File: src/rtl/warmboot_sequencer.sv
// rtl/warmboot_sequencer.sv - warm-boot reconfiguration sequencer; optional macro WARMBOOT_SLOT_STABLE_EN restarts the hold count when the slot changes during qualification
module warmboot_sequencer #(
    parameter int HOLD_CYCLES  = 16,
    parameter int RESET_CYCLES = 8,
    parameter int TRIG_CYCLES  = 4,
    parameter int NUM_SLOTS    = 4
) (
    input  logic       CLK,
    input  logic       resetn,
    input  logic       boot_i,
    input  logic [3:0] slot_i,
    output logic       trigger_o,
    output logic [3:0] slot_o,
    output logic       fabric_reset_o,
    output logic       busy_o,
    output logic       err_o
);
    localparam int MAX_HR  = (HOLD_CYCLES > RESET_CYCLES) ? HOLD_CYCLES : RESET_CYCLES;
    localparam int MAX_CYC = (MAX_HR > TRIG_CYCLES) ? MAX_HR : TRIG_CYCLES;
    localparam int CNT_W   = (MAX_CYC < 2) ? 1 : $clog2(MAX_CYC + 1);

    typedef enum logic [2:0] {
        S_IDLE,
        S_ARM,
        S_DRAIN,
        S_TRIG,
        S_LOCK
    } state_t;

    logic             r_boot_m;
    logic             r_boot_s;
    logic [3:0]       r_slot_m;
    logic [3:0]       r_slot_s;
    state_t           r_state;
    state_t           w_next;
    logic [CNT_W-1:0] r_cnt;
    logic [CNT_W-1:0] w_cnt_next;
    logic             w_capture;
    logic             w_err_set;
    logic             w_err_clr;
    logic             w_slot_invalid;

    assign w_slot_invalid = ({1'b0, r_slot_s} >= 5'(NUM_SLOTS));

`ifdef WARMBOOT_SLOT_STABLE_EN
    // Reference slot: the synchronised slot one cycle ago, so any change is seen as a restart
    logic [3:0] r_slot_ref;
    always_ff @(posedge CLK) begin
        if (!resetn) r_slot_ref <= '0;
        else         r_slot_ref <= r_slot_s;
    end
`endif

    // Two-flop synchronisers for the asynchronous boot request and slot index
    always_ff @(posedge CLK) begin
        if (!resetn) begin
            r_boot_m <= 1'b0;
            r_boot_s <= 1'b0;
            r_slot_m <= '0;
            r_slot_s <= '0;
        end else begin
            r_boot_m <= boot_i;
            r_boot_s <= r_boot_m;
            r_slot_m <= slot_i;
            r_slot_s <= r_slot_m;
        end
    end

    // State and shared counter registers
    always_ff @(posedge CLK) begin
        if (!resetn) begin
            r_state <= S_IDLE;
            r_cnt   <= '0;
        end else begin
            r_state <= w_next;
            r_cnt   <= w_cnt_next;
        end
    end

    // Next-state, counter and capture/flag decisions; counter clears on every state change
    always_comb begin
        w_next     = r_state;
        w_cnt_next = r_cnt;
        w_capture  = 1'b0;
        w_err_set  = 1'b0;
        w_err_clr  = 1'b0;
        case (r_state)
            S_IDLE: begin
                if (r_boot_s) begin
                    w_next    = S_ARM;
                    w_err_clr = 1'b1;
                end
            end
            S_ARM: begin
                if (!r_boot_s) begin
                    w_next = S_IDLE;
`ifdef WARMBOOT_SLOT_STABLE_EN
                end else if (r_slot_s != r_slot_ref) begin
                    w_cnt_next = '0;
`endif
                end else if (r_cnt == CNT_W'(HOLD_CYCLES - 1)) begin
                    w_capture = 1'b1;
                    if (w_slot_invalid) begin
                        w_err_set = 1'b1;
                        w_next    = S_LOCK;
                    end else begin
                        w_next    = S_DRAIN;
                    end
                end else begin
                    w_cnt_next = r_cnt + CNT_W'(1);
                end
            end
            S_DRAIN: begin
                if (r_cnt == CNT_W'(RESET_CYCLES - 1)) w_next = S_TRIG;
                else                                   w_cnt_next = r_cnt + CNT_W'(1);
            end
            S_TRIG: begin
                if (r_cnt == CNT_W'(TRIG_CYCLES - 1)) w_next = S_LOCK;
                else                                  w_cnt_next = r_cnt + CNT_W'(1);
            end
            S_LOCK: begin
                if (!r_boot_s) w_next = S_IDLE;
            end
            default: w_next = S_IDLE;
        endcase
        if (w_next != r_state) w_cnt_next = '0;
    end

    // Registered outputs decoded from the next state so they line up with the state register
    always_ff @(posedge CLK) begin
        if (!resetn) begin
            trigger_o      <= 1'b0;
            fabric_reset_o <= 1'b0;
            busy_o         <= 1'b0;
            slot_o         <= '0;
            err_o          <= 1'b0;
        end else begin
            trigger_o      <= (w_next == S_TRIG);
            fabric_reset_o <= (w_next == S_DRAIN) || (w_next == S_TRIG);
            busy_o         <= (w_next != S_IDLE);
            if (w_capture) slot_o <= r_slot_s;
            if (w_err_set)      err_o <= 1'b1;
            else if (w_err_clr) err_o <= 1'b0;
        end
    end
endmodule

File: config.mk
export PLATFORM = sky130hd
export DESIGN_NAME = warmboot_sequencer
export DESIGN_NICKNAME = d
export VERILOG_FILES = /design/src/rtl/warmboot_sequencer.sv
export SDC_FILE = /design/constraint.sdc
export NUM_CORES = 1
export LEC_CHECK = 0
export ABC_AREA = 1
export ABC_CLOCK_PERIOD_IN_PS = 2400
export CAP_MARGIN = 20
export CORE_ASPECT_RATIO = 1.1
export CORE_MARGIN = 5
export CORE_UTILIZATION = 53
export CTS_CLUSTER_DIAMETER = 80
export CTS_CLUSTER_SIZE = 14
export DETAILED_ROUTE_END_ITERATION = 12
export GPL_TIMING_DRIVEN = 0
export PLACE_DENSITY_LB_ADDON = 0.25
export SKIP_LAST_GASP = 1
export SYNTH_ARGS = -nofsm -noshare
export SYNTH_HDL_FRONTEND = slang
export SYNTH_SLANG_ARGS = --single-unit
export TNS_END_PERCENT = 1
File: constraint.sdc
create_clock -name CLK -period 2.4 [get_ports CLK]
set_input_delay 0.36 -clock CLK [delete_from_list [all_inputs] [get_ports CLK]]
set_output_delay 0.36 -clock CLK [all_outputs]
set_load 0.02 [all_outputs]
# Yosys cells after proc, flatten, opt, wreduce, memory -nomap -nowiden
# Cells that the tools add are included.
# totals
out_inout_bits	8
register_bits	26
inputBits	7
# classes
bitwise_logic	1
n_addsub	1
magnitude_cmp	1
n_eq_ne	14
reduce_logical	7
mux	24
# ops
operator	n
$mux W3	7
$mux W5	4
$pmux W3 S5	1
$pmux W5 S3	1
$eq A3 B2 Y1 const B	4
$mux W1	11
$ne A2 B2 Y1 const B	4
$reduce_bool A3 Y1	2
$add A5 B1 Y5 const B	1
$eq A5 B2 Y1 const B	1
$eq A5 B3 Y1 const B	1
$eq A5 B4 Y1 const B	1
$reduce_and A5 Y1	1
$ge A4 B3 Y1 const B	1
$eq A3 B1 Y1 const B	1
$eq A3 B3 Y1 const B	1
$logic_not A3 Y1	1
$ne A3 B3 Y1	1
$reduce_bool A2 Y1	1
$reduce_or A2 Y1	1
$logic_or A1 B1 Y1	1
$not A1 Y1	1

# Logic depth before layout (Yosys ltp)
# Gate-level depths: netlist of the first run.
# depth
word_depth	7
ltp_mapped	14
ltp_nobuf	14

# Least setup slack after synthesis of the first run
# Ideal clock, no wire load.
# synth_path
path_kind	register to register
from	register r_cnt[0]
to	register r_cnt[0]
path_stages_with_launch	15
slack_ns	0.725
t_arrival_ns	1.559
period_less_slack_ns	1.675
cell_sequence	dfxtp_1 -> ha_1 -> nand2_1 -> nor2_1 -> ha_1 -> nor2_2 -> nand2_1 -> nor2_2 -> nor2_4 -> nand2_4 -> nand2_2 -> nand2_2 -> nor2_4 -> nand2_4 -> nor2_2
# synth_between
elab_chain_cells	6
elab_cells_between_ends	20
# synth_rtl
element	line_no	text
start, declared	36	logic [CNT_W-1:0] r_cnt;
start signal, assigned	76	r_cnt <= w_cnt_next;
$eq A5 B4 Y1	101	end else if (r_cnt == CNT_W'(HOLD_CYCLES - 1)) begin
$mux W3	101	
$mux W3	95	if (!r_boot_s) begin
$pmux W3 S5	87	case (r_state)
$ne A3 B3 Y1	126	if (w_next != r_state) w_cnt_next = '0;
$reduce_or A2 Y1 (no line)	--	
# Parallel ways exist; a longest one is shown, timed or not. The select of a mux whose other input is x is not followed.
# A chain may end at the register's enable or synchronous reset.

# Final worst setup path of the first run
# Ends and elaborated chain as after synthesis.

==> results of run 1 <==
==> flip-flops by register name, summed over array words and instances, names as in the netlist <==
signal	flops
r_boot_s	1
r_slot_m	4
r_state	3
busy_o	1
fabric_reset_o	1
trigger_o	1
r_slot_s	4
err_o	1
r_boot_m	1
slot_o	4
r_cnt	5
==> per-stage QoR <==
step                      cell area [um2]  util [%]  worst slack [ns]
after global routing                 1410      63.9             0.378
after floorplan                      1190         -             0.725
after detailed placement             1360      61.5             0.578
final                                1410      63.9             0.572
after CTS                            1410      63.9             0.560
after global placement               1360      61.5             0.608
==> cells by family after synthesis <==
family | after synthesis
AO/OA/AOI/OAI | 16
flip-flops | 26
AND/OR/NAND/NOR | 76
XOR/XNOR | 3
buffers and inverters | 35
adder cells (fa/ha/maj) | 2
==> report_power, final <==
group / switching, W / total [W] / internal (W)
Combinational: 0.0000253 / 0.0000456 / 0.0000203
Clock: 0.000128 / 0.000296 / 0.000169
Sequential: 0.00000391 / 0.000445 / 0.000441
Total: 0.000157 / 0.000787 / 0.000630
==> area by class of cell <==
type	count	area, um2
inverters	33	124
fillers	206	797
plain buffers	2	11.3
clock inverters	1	30.0
flip-flops and latches	26	520
repair buffers	13	130
multi-input cells	97	534
well taps	30	37.5
clock buffers	3	22.5
==> final timing paths <==
path,from,endpoint,depth (start not counted)
worst max-delay path,r_cnt[0]$_SDFFE_PP0P_,r_cnt[0]$_SDFFE_PP0P_,14
worst min-delay path,resetn,r_state[2]$_SDFF_PN0_,3
worst max register to register,r_cnt[0]$_SDFFE_PP0P_,r_cnt[0]$_SDFFE_PP0P_,14
worst min register to register,r_slot_m[3]$_SDFF_PN0_,r_slot_s[3]$_SDFF_PN0_,2
==> critical path, cell delays in order, from the launching register on <==
cell	delay, ns
dfxtp_1	0.36
ha_1	0.24
nand2_1	0.09
nor2_1	0.04
ha_1	0.23
nor2_2	0.14
nand2_1	0.07
nor2_2	0.13
nor2_4	0.05
nand2_4	0.08
nand2_2	0.05
nand2_2	0.07
nor2_4	0.04
nand2_4	0.10
nor2_2	0.04
==> placed cells by master (no fill, tap or decap), types with 2 or more instances in the layout <==
| cell type | Yosys | layout |
|---|---|---|
| a21oi_1 | 3 | 3 |
| clkbuf_4 | 0 | 3 |
| clkdlybuf4s50_1 | 0 | 13 |
| dfxtp_1 | 26 | 26 |
| ha_1 | 2 | 2 |
| inv_1 | 29 | 29 |
| inv_2 | 4 | 4 |
| nand2_1 | 32 | 32 |
| nand2_2 | 5 | 5 |
| nand2_4 | 3 | 3 |
| nand3_1 | 8 | 8 |
| nand3_2 | 2 | 2 |
| nor2_1 | 13 | 13 |
| nor2_2 | 9 | 9 |
| nor2_4 | 3 | 3 |
| o21ai_0 | 6 | 6 |
| o21ai_1 | 3 | 3 |
| xor2_1 | 2 | 2 |
==> routing by layer <==
layer	share of wire [%]	up-vias	wire length [um]	GRT usage, %
met3	3.5	4	66	2.99
met2	49	14	921	22.6
met1	46	382	872	16.0
met5	0	-	0	0
met4	1.8	0	34	7.29
li1	-	504	-	-
==> summary.txt, run 1 <==
Worst hold path
  • Hold WC Path Type: input port to flop

Routing
  • Number of remaining DRC errors: 0
  • DRT Wirelength: 1890 um
  • ANT nets after route: 0
  • WL/cell: 9.23 um
  • Vias per inst: around 4.4
  • Via count: around 900
  • DR pass1 iterations: 4
  • Starting DRT DRC Count: 11

Global route
  • Initial antenna violation count: 0
  • Largest net degree at the start of global routing: 16
  • Grt total ovfl: 0
  • Number of global-route vias before repair: between 800 and 900
  • First-pass GRT wire length: ~3300 um
  • GRT Overall Usage: 13.7%

Logic synthesis
  • Post-synth top flop: dfxtp_1
  • Area contributors post-synth: dfxtp_1, nand2_1, inv_1
  • EDFF count, synth: 0
  • Register bit total from synthesis: 26
  • Leading area contributor after synthesis: dfxtp_1
  • Synth Net Count: between 150 and 200
  • Compound-cell area share of the yosys netlist: 7.78%
  • Netlist cell types: 24
  • Mean post-synth cell area: 7.53 um2
  • Adder-cell area share of the yosys netlist: 2.10%
  • Synth Instances: roughly 160
  • Top post-synthesis cells by count: nand2_1, inv_1, dfxtp_1
  • Simple-Gate Fraction of Synth Area: between 30% and 40%
  • Register area share after synthesis: between 40% and 50%
  • Multiplexer share of the synthesized area: 0%
  • Ys async rst share: 0%
  • Post-Synth XOR/XNOR Area: 2.21%
  • Top-area cell type share of the netlist area: a little over two fifths
  • Post-Synthesis Cell Area: roughly 0.0012 mm2
  • Yosys warns: 0
  • Largest family of logic cells by synthesized area: simple AND/OR/NAND/NOR gates
  • Top-count cell post-synth: nand2_1

Flow run
  • Max-cap violation count: 0

Worst setup path
  • Startpoint types: flop
  • CP required: approximately 2.6 ns
  • Worst R2R Setup Slack: 0.57 ns
  • CP arrival: 2.06 ns
  • Crit Path Category: flop to flop
  • Largest fanout on the critical path: 5
  • Crit end category: flop

STA
  • Slew Limit Fails: 0
  • Worst-Margin Slew: 0.355 ns
  • Min Clock Period, post-route: roughly 1.8 ns
  • Slew margin rel.: between 70% and 80%
  • WHS: 0.323 ns
  • Clock skew: 0.00492 ns
  • Fin. Hold Viols: 0
  • Fmax: about 550 MHz
  • Sum of negative setup slack: 0 ns
  • Final setup viols: 0
  • RSZ-0062 raised after global routing: false
  • Period utilization: between 70% and 80%

Die
  • Row count: 18
  • Chip width: about 55 um
  • Area of the die: roughly 0.0033 mm2
  • Core Box Area: about 0.0022 mm2
  • IO Pins: 15
  • Starting Density: between 50% and 60%
  • Die height: between 50 and 60 um

Clock network
  • Root buf cell: clkbuf_4
  • CTS tree: built
  • Post-cts resize count: 0
  • Clk_lat worst skew: about 0.32 ns
  • Post-CTS Repair Setup Buffers: 0
  • Hold_buf cts: 0
  • Clk slew on worst S/H paths: roughly 0.14 ns
  • Max Root-Sink Buffers: 2
  • H-tree depth: 1
  • CTS Buf Count: 3
  • # clock sinks: 26

Place
  • DP Wirelength: between 1500 and 2000 um
  • Routability cong.: 0.860
  • Input/output buffers: 13
  • Placed Cells: 201

Finish
  • Share of post-route cells with drive strength above 1: 18.9%
  • Final Non-Filler Cells: between 200 and 250
  • Antenna Cells: 0
  • Synth-to-Final Area Change: 18.5%
  • Total Nets Final: 185

Power
  • Pwr Total: approximately 0.00079 W
  • Pwr per Cell Area: about 560 mW/mm2
  • Maximum VDD drop: about 0.36 mV
  • Static Leak: approximately 0.68 nW

Outcome
  • Outcome: finished, final reports clean
Power figures use the tool's default switching activity.
==> run 2: changes to the inputs <==
--- a/config.mk
+++ b/config.mk
@@ -6,7 +6,7 @@
 export NUM_CORES = 1
 export LEC_CHECK = 0
 export ABC_AREA = 1
-export ABC_CLOCK_PERIOD_IN_PS = 2400
+export ABC_CLOCK_PERIOD_IN_PS = 1750
 export CAP_MARGIN = 20
 export CORE_ASPECT_RATIO = 1.1
 export CORE_MARGIN = 5
==> constraint.sdc (replaced) <==
create_clock -name CLK -period 1.75 [get_ports CLK]
set_input_delay 0.2625 -clock CLK [delete_from_list [all_inputs] [get_ports CLK]]
set_output_delay 0.2625 -clock CLK [all_outputs]
set_load 0.02 [all_outputs]
==> run 2 against run 1 <==
Net effect:
- combinational power increased by 41%
- sequential power increased by 37%
- wire length increased by 4.0%
- critical path depth unchanged
- largest power group unchanged
- clock skew decreased by 0.0027 ns
- die area unchanged
- maximum frequency increased by 5.6%
- hold slack got worse by 0.097 ns
- global-route usage increased by 0.46 points
- utilization increased by 1.4 points
==> summary.txt, run 2 (synthesized netlist as in run 1, its figures left out) <==
Global route
  • Number of global-route vias before repair: 887 (was 863)
  • Initial antenna violation count: 0 (unchanged)
  • Largest net degree at the start of global routing: 16 (unchanged)
  • Grt total ovfl: 0 (unchanged)
  • GRT Overall Usage: 14.1% (was 13.7%)
  • First-pass GRT wire length: 3390 um (was 3300 um)

STA
  • Final setup viols: 0 (unchanged)
  • WHS: 0.226 ns (was 0.323 ns)
  • Slew Limit Fails: 0 (unchanged)
  • Slew margin rel.: 76.3% (about the same)
  • Period utilization: 98.9% (was 76.1%)
  • Min Clock Period, post-route: 1.73 ns (was 1.83 ns)
  • Fmax: 578 MHz (was 547 MHz)
  • Worst-Margin Slew: 0.355 ns (about the same)
  • RSZ-0062 raised after global routing: true (was false)
  • Sum of negative setup slack: 0 ns (unchanged)
  • Fin. Hold Viols: 0 (unchanged)
  • Clock skew: 0.00221 ns (was 0.00492 ns)

Worst setup path
  • Reg2Reg Depth: 14 (unchanged)
  • Crit Path Category: flop to flop (unchanged)
  • CP required: 1.98 ns (was 2.63 ns)
  • Crit end category: flop (unchanged)
  • Worst R2R End: r_cnt[0]$_SDFFE_PP0P_ (unchanged)
  • CP arrival: 1.96 ns (was 2.06 ns)
  • Startpoint types: flop (unchanged)
  • Largest fanout on the critical path: 5 (unchanged)
  • Critical register-to-register path startpoint: r_cnt[1]$_SDFFE_PP0P_ (was r_cnt[0]$_SDFFE_PP0P_)
  • Worst R2R Setup Slack: 0.02 ns (was 0.57 ns)

Die
  • Chip width: 55.2 um (unchanged)
  • Area of the die: 0.00329 mm2 (unchanged)
  • Die height: 59.7 um (unchanged)
  • Starting Density: 53.9% (unchanged)
  • Row count: 18 (unchanged)
  • Core Box Area: 0.00221 mm2 (unchanged)
  • IO Pins: 15 (unchanged)

Power
  • Pwr per Cell Area: 748 mW/mm2 (was 558 mW/mm2)
  • Switch share: 19.9% (about the same)
  • Pwr Total: 0.00108 W (was 0.000787 W)
  • Seq pwr share: 56.4% (was 56.5%)
  • Clock group share of total power: 37.6% (was 37.7%)
  • P_int: 0.000862 W (was 0.000630 W)
  • Static Leak: 0.681 nW (was 0.682 nW)
  • Maximum VDD drop: 0.488 mV (was 0.356 mV)
  • Combinational fraction of design power: 6.0% (was 5.8%)
  • Switching power: 0.000215 W (was 0.000157 W)

Finish
  • Antenna Cells: 0 (unchanged)
  • Fin util: 65.2% (was 63.9%)
  • Share of post-route cells with drive strength above 1: 22.2% (was 18.9%)
  • Total Nets Final: 186 (was 185)
  • Biggest register: r_cnt (unchanged)
  • Largest register FFs: 5 (unchanged)
  • Fill count: 205 (was 206)
  • Area of all sequential standard cells: 528 um2 (was 520 um2)
  • Commonest non-fill, non-tap cells in the layout: nand2_1, inv_1, dfxtp_1 (unchanged)
  • Footprint of the multi-input gates: 549 um2 (was 534 um2)
  • Synth-to-Final Area Change: 21.0% (was 18.5%)
  • Commonest non-fill, non-tap cell in the layout: nand2_1 (unchanged)

Clock network
  • CTS tree: built (unchanged)
  • Clk_lat worst skew: 0.31 ns (was 0.32 ns)
  • Max Root-Sink Buffers: 2 (unchanged)
  • Root buf cell: clkbuf_4 (unchanged)
  • Hold_buf cts: 0 (unchanged)
  • Clk slew on worst S/H paths: 0.14 ns (about the same)
  • # clock sinks: 26 (unchanged)
  • H-tree depth: 1 (unchanged)
  • CTS Buf Count: 3 (unchanged)

Outcome
  • Outcome: finished, final reports clean (unchanged)

Routing
  • DR pass1 iterations: 4 (unchanged)
  • Starting DRT DRC Count: 11 (unchanged)
  • WL/cell: 9.55 um (was 9.23 um)
  • ANT nets after route: 0 (unchanged)
  • Via count: 939 (was 904)
  • DRT Wirelength: 1970 um (was 1890 um)
  • Number of remaining DRC errors: 0 (unchanged)
  • Vias per inst: 4.56 (was 4.41)

Place
  • Routability cong.: 0.860 (unchanged)
  • DP Wirelength: 1520 um (unchanged)
  • Input/output buffers: 13 (unchanged)

Worst hold path
  • Hold WC Path Type: input port to flop (unchanged)
  • Min-Delay Endpoint: r_state[2]$_SDFF_PN0_ (unchanged)
  • Hold path startpoint: resetn (unchanged)
  • Hold depth: 3 (unchanged)

Flow run
  • Max-cap violation count: 0 (unchanged)
run 2: worst max-delay path: stages, from the launching register on:
cell,delay [ns]
dfxtp_4,0.38
ha_4,0.16
nand2_1,0.08
nor2_1,0.05
ha_2,0.20
nor2_2,0.10
nand2_1,0.07
nor2_2,0.15
nor2_4,0.05
nand2_4,0.08
nand2_2,0.05
nand2_2,0.07
nor2_4,0.04
nand2_4,0.11
nor2_2,0.04
run 2: power groups by stage:
stage	Combinational (W)	Clock [W]	Sequential, W
5_1_grt	0.0000721	0.000448	0.000610
3_3_place_gp	0.0000612	0	0.000623
6_report	0.0000641	0.000405	0.000608
4_1_cts	0.0000646	0.000414	0.000610
3_5_place_dp	0.0000632	0	0.000623
2_1_floorplan	0.0000430	0	0.000623
run 2: worst max-delay path by stage:
| stage | start | endpoint | slack [ns] | depth (start not counted) |
|---|---|---|---|---|
| final | r_cnt[1]$_SDFFE_PP0P_ | r_cnt[0]$_SDFFE_PP0P_ | 0.02 | 14 |
| after global routing | r_cnt[0]$_SDFFE_PP0P_ | r_cnt[0]$_SDFFE_PP0P_ | -0.11 | 14 |
| after CTS | r_cnt[1]$_SDFFE_PP0P_ | r_cnt[0]$_SDFFE_PP0P_ | 0.01 | 12 |
| after detailed placement | r_cnt[0]$_SDFFE_PP0P_ | r_cnt[0]$_SDFFE_PP0P_ | -0.07 | 14 |
| after global placement | r_cnt[0]$_SDFFE_PP0P_ | r_cnt[0]$_SDFFE_PP0P_ | -0.04 | 14 |
| after floorplan | r_cnt[0]$_SDFFE_PP0P_ | r_cnt[0]$_SDFFE_PP0P_ | 0.07 | 14 |
run 2: per-layer routing:
metal  routed length (um)  GRT usage, %  share of wire [%]
met1                  881          16.2                 45
met2                  968          23.8                 49
met3                   84          2.99                4.3
met4                   34          7.64                1.7
met5                    0             0                  0
run 2: area by class of cell:
class / instances / share of cell area, %
clock buffer: 3 / 1.56
sequential: 26 / 36.7
inverter: 33 / 8.60
timing repair buffer: 14 / 9.56
buffer: 2 / 0.782
clock inverter: 1 / 2.09
multi-input combinational: 97 / 38.1
tap: 30 / 2.61
run 2: repair_timing:
item | CTS | global route
setup endpoints to repair | 5 | 9
pin swaps | 3 | 2
resized for setup | 4 | 4
buffers inserted | 1 | 0
run 2: stage by stage:
stage / cell area, um2 / instances / setup slack (ns)
3_3_place_gp: 1360 / 201 / -0.0416
4_1_cts: 1430 / 206 / 0.00995
5_1_grt: 1440 / 206 / -0.109
2_1_floorplan: 1190 / 158 / 0.0750
3_5_place_dp: 1360 / 201 / -0.0725
6_report: 1440 / 206 / 0.0200
==> RTL change 1, RTL diff (flow settings as in run 1) <==
Put one more register stage on the output `err_o`, with the module's reset. The value now appears one clock later. The other outputs are not delayed to match.
--- a/src/rtl/warmboot_sequencer.sv
+++ b/src/rtl/warmboot_sequencer.sv
@@ -26,6 +26,8 @@
         S_TRIG,
         S_LOCK
     } state_t;
+
+    logic err_s0;
 
     logic             r_boot_m;
     logic             r_boot_s;
@@ -133,15 +135,23 @@
             fabric_reset_o <= 1'b0;
             busy_o         <= 1'b0;
             slot_o         <= '0;
-            err_o          <= 1'b0;
+            err_s0         <= 1'b0;
         end else begin
             trigger_o      <= (w_next == S_TRIG);
             fabric_reset_o <= (w_next == S_DRAIN) || (w_next == S_TRIG);
             busy_o         <= (w_next != S_IDLE);
             if (w_capture) slot_o <= r_slot_s;
-            if (w_err_set)      err_o <= 1'b1;
-            else if (w_err_clr) err_o <= 1'b0;
+            if (w_err_set)      err_s0 <= 1'b1;
+            else if (w_err_clr) err_s0 <= 1'b0;
         end
     end
+    always_ff @(posedge CLK) begin
+        if (!resetn) begin
+            err_o <= '0;
+        end else begin
+            err_o <= err_s0;
+        end
+    end
+
 endmodule
 
Check against the original RTL: same outputs for any inputs over 10 cycles, from zero or initial values and one cycle with resetn low; that may be too few to reach the edited logic, so the function may still have changed.
==> RTL change 1 against run 1 <==
  * Utilization is 2.3 points higher
  * Critical path depth is 1 lower
  * Area after synthesis is 1.5% lower
  * Total power down 12%
  * Maximum frequency decreased by 5.1%
  * Clock skew about the same
  * Sequential cell count rose by 1
  * Routed wire length up 11%
  * Design area is 3.2% lower
  * Worst setup slack got worse by 99 ps
  * Critical path type unchanged
  * Largest cell class is now flip-flops and latches
  * Largest power group unchanged
==> RTL change 1: results (changes against run 1) <==
Worst setup path
  • Worst Path Max Fanout: 5 (unchanged)
  • Slowest-stage cell, CP: dfxtp_1 (unchanged)
  • Crit path largest cell delay: 400 ps (was 360 ps)
  • Flop2flop setup slack: 470 ps (was 570 ps)
  • WP data arrival: 2150 ps (was 2060 ps)
  • R2R cell count: 13 (was 14)

Logic synthesis
  • Synth top area cells: dfxtp_1, nand2_1, inv_1 (unchanged)
  • Sequential area share after synthesis: 46.10% (was 43.74%)
  • Mapped Avg Cell Area: 7.192 sq um (was 7.531 sq um)
  • Commonest cells post-synth: nand2_1, inv_1, dfxtp_1, nor2_1, nand3_1 (was nand2_1, inv_1, dfxtp_1, nor2_1, nor2_2)
  • Post-synth EDFFs: 0 (unchanged)
  • Synth cell types: 21 (was 24)
  • Syn Nets: 172 (was 167)

Clock tree
  • CTS resizes: 0 (unchanged)
  • CTS max path bufs: 2 (unchanged)
  • Clk_lat worst skew: 320 ps (about the same)
  • Post-CTS Setup Repair Bufs: 0 (unchanged)

Detailed routing
  • WL met3: 96 um (was 66 um)
  • Initial drt markers: 20 (was 11)
  • Post-Route WL: 2.095 mm (was 1.893 mm)
  • DR WL met2: 1.103 mm (was 921 um)
  • Via density: 4.793 (was 4.410)
  • Post-Route M1 WL: 849 um (was 872 um)

Placed design
  • Post-place setup slack: 488.2 ps (was 577.5 ps)
  • Placed cell count: 204 (was 201)
  • GP Congestion: 0.8014 (was 0.8602)
  • Placed Area: 0.001338 sq mm (was 0.001358 sq mm)
  • Detailed placer's ending HPWL: 1.668 mm (was 1.523 mm)

Finish
  • Finished Layout Cells: 208 (was 205)
  • Fraction of layout cells with a size suffix above 1: 7.778% (was 18.86%)
  • Nets: 190 (was 185)
  • Largest Register: r_cnt (unchanged)
  • Filler cells: 200 (was 206)

Power
  • VDD IR max: 0.0004600 V (was 0.0003557 V)
  • Pleak: 0.0006925 uW (was 0.0006817 uW)

Global routing
  • Met1 Track Usage GR: 16.07% (was 16.02%)
  • Met2 usage in global routing: 29.56% (was 22.64%)
  • Largest net degree at the start of global routing: 16 (unchanged)
  • Number of global-route vias before repair: 970 (was 863)
  • Global-route wire length before repair: 3.850 mm (was 3.298 mm)
  • Routing usage on met3: 4.282% (was 2.993%)
  • Gr usage total: 16.03% (was 13.65%)

Status
  • Status: completed (unchanged)

Worst hold path
  • Hold Crit Class: in -> reg (unchanged)

STA
  • Max_slew headroom: 75.82% (was 76.32%)
  • Clk_skew: 4.899 ps (was 4.916 ps)
  • Tmin final: 1927 ps (was 1828 ps)
## RTL change 1: cell types whose count changed after synthesis, sizes merged, moves of 2 or more
| cell | before | now |
|---|---|---|
| nand3 | 10 | 14 |
| and2 | 0 | 2 |
| nor3 | 0 | 3 |
| a21oi | 4 | 0 |
| inv | 33 | 31 |
| nand3b | 0 | 2 |
## RTL change 1: area by class of cell
cell class / instances / area (sq um) / share of cell area [%]
inverter: 31 / 116.4 / 8.524
clock inverter: 1 / 5.005 / 0.3666
buffer: 4 / 30.03 / 2.200
multi-input combinational: 101 / 485.5 / 35.56
timing repair buffer: 13 / 130.1 / 9.533
clock buffer: 3 / 22.52 / 1.650
tap: 28 / 35.03 / 2.566
sequential: 27 / 540.5 / 39.60
## RTL change 1: tightest hold or removal path, cell delays in order
cell	delay, ps
clkbuf_1	180
nand2_1	110
inv_1	40
## RTL change 1: logic make-up (layout without fill, tap and decap cells)
| group | after synthesis | in the layout | share of synthesized area (%) |
|---|---|---|---|
| AO/OA/AOI/OAI | 8 | 8 | 3.735 |
| XOR/XNOR | 2 | 2 | 1.494 |
| adder cells (fa/ha/maj) | 2 | 2 | 2.134 |
| buffers and inverters | 35 | 52 | 12.49 |
| flip-flops | 27 | 27 | 46.10 |
| AND/OR/NAND/NOR | 89 | 89 | 34.05 |
## RTL change 1: worst min path at each step
stage	from	to	slack, ps	depth (start not counted)
3_5_place_dp	r_slot_m[3]	r_slot_s[3]	400	2
4_1_cts	resetn	err_o	410	3
5_1_grt	resetn	slot_o[3]	410	3
3_3_place_gp	r_slot_m[0]	r_slot_s[0]	390	2
2_1_floorplan	r_boot_m	r_boot_s	390	2
6_report	resetn	err_o	400	3
## RTL change 1: power breakdown
part	total (uW)	switching [uW]	internal, uW
sequential	462	4.09	458
clock	191	129	62.5
combinational	42.6	22.4	20.2
total	695	155	540
==> RTL change 2, RTL diff (settings of run 1) <==
Made on the original files. The option `WARMBOOT_SLOT_STABLE_EN` is turned on by a define.
--- a/src/rtl/warmboot_sequencer.sv
+++ b/src/rtl/warmboot_sequencer.sv
@@ -1,4 +1,6 @@
 // rtl/warmboot_sequencer.sv - warm-boot reconfiguration sequencer; optional macro WARMBOOT_SLOT_STABLE_EN restarts the hold count when the slot changes during qualification
+`define WARMBOOT_SLOT_STABLE_EN
+
 module warmboot_sequencer #(
     parameter int HOLD_CYCLES  = 16,
     parameter int RESET_CYCLES = 8,
Function: same outputs for any inputs over 10 cycles, from zero or initial values and one cycle with resetn low; that may be too few to reach the edited logic, so the function may still have changed.
==> RTL change 2 against run 1 <==
  * Total power grew 12%
  * Sequential cell count up 4
  * Area after synthesis rose by 16%
  * Routed wire length grew 30%
  * Worst setup slack better by 13 ps
  * Critical path depth is 4 lower
  * Synthesized cell count grew 20%
  * Design area up 14%
  * Largest cell class unchanged
==> RTL change 2: results (changes against run 1) <==
Global routing
  • Largest net degree at the start of global routing: 12 (was 16)
  • Global-route wire length before repair: 4.291 mm (was 3.298 mm)
  • Gr usage total: 14.81% (was 13.65%)
  • Number of global-route vias before repair: 1120 (was 863)
  • Routing usage on met3: 5.306% (was 2.993%)

Placed design
  • GP Congestion: 0.8570 (was 0.8602)
  • Port bufs: 14 (was 13)

Power
  • Switching Share: 26.10% (was 19.93%)
  • Seq pwr share: 58.4% (was 56.5%)
  • Clock net power: 295 uW (was 296 uW)
  • Int Pwr: 653.0 uW (was 630.0 uW)
  • Pleak: 0.0008024 uW (was 0.0006817 uW)

Worst hold path
  • Worst Hold Path EP: r_slot_s[3] (was r_state[2])
  • Hold depth: 2 (was 3)
  • Hold_sp: r_slot_m[3] (was resetn)
  • Hold Crit Class: reg -> reg (was in -> reg)

Finish
  • Fraction of layout cells with a size suffix above 1: 17.45% (was 18.86%)
  • Nets: 220 (was 185)
  • Filler cells: 224 (was 206)

Logic synthesis
  • Syn Nets: 199 (was 167)
  • Synth top area cells: dfxtp_1, nand2_1, inv_1 (unchanged)
  • Synth Area in XOR/XNOR: 1.273% (was 2.208%)
  • Commonest cells post-synth: nand2_1, inv_1, dfxtp_1, nand3_1, nor2_1 (was nand2_1, inv_1, dfxtp_1, nor2_1, nor2_2)
  • Synth cell types: 22 (was 24)
  • Synthesized instance count: 190 (was 158)
  • Synth Area in Compound Gates: 6.636% (was 7.781%)

Clock tree
  • TritonCTS Buffers: 5 (was 3)
  • H-tree depth: 2 (was 1)

STA
  • Clk_skew: 7.692 ps (was 4.916 ps)

Status
  • Status: completed (unchanged)

Detailed routing
  • Vias: 1179 (was 904)
  • Drt wl/cell: 10.09 um (was 9.234 um)

Worst setup path
  • R2R cell count: 10 (was 14)
  • Crit path largest cell delay: 390 ps (was 360 ps)
-- RTL change 2: worst max-delay path by stage --
stage / endpoint / slack (ps) / start / depth (start not counted)
finish: r_cnt[4] / 590 / r_cnt[0] / 10
global route: r_cnt[4] / 460 / r_cnt[0] / 10
CTS: r_cnt[4] / 580 / r_cnt[0] / 10
detailed placement: r_cnt[4] / 610 / r_cnt[0] / 10
global placement: r_cnt[4] / 690 / r_cnt[0] / 10
floorplan: r_cnt[1] / 820 / r_cnt[0] / 9
-- RTL change 2: through the flow --
stage	utilization [%]	setup WS (ps)	instance area, sq um	hold WS, ps
2_1_floorplan	-	823.2	1376	390.5
3_3_place_gp	62.31	689.3	1555	395.3
3_5_place_dp	62.31	605.7	1555	400.5
4_1_cts	64.66	579.8	1614	423.1
5_1_grt	64.66	458.7	1614	437.4
6_report	64.66	585.9	1614	414.6
-- RTL change 2: layout make-up --
class	instances	area [sq um]	area share [%]
multi-input cells	116	610.6	37.83
flip-flops and latches	30	600.6	37.21
inverters	42	157.7	9.767
repair buffers	14	140.1	8.682
well taps	31	38.79	2.403
clock buffers	5	37.54	2.326
clock inverters	3	21.27	1.318
plain buffers	2	7.507	0.4651
-- RTL change 2: critical path, delay by kind of cell (launching register included) --
kind                     cells  cell delay, ps
adder cells (fa/ha/maj)      2             470
AND/OR/NAND/NOR              7             800
flip-flops                   1             390
buffers and inverters        1              70
-- RTL change 2: kinds of logic (layout without fill, tap and decap cells) --
| kind of cell | Yosys count | after routing |
|---|---|---|
| simple gates | 94 | 94 |
| buf+inv | 44 | 66 |
| flops | 30 | 30 |
| compound gates | 18 | 18 |
| fa+ha+maj | 2 | 2 |
| xor+xnor | 2 | 2 |
-- RTL change 2: metal layers --
layer	up-vias	routed length (um)
li1	609	-
met1	530	1004
met2	34	1277
met3	6	129
met4	0	41
met5	-	0
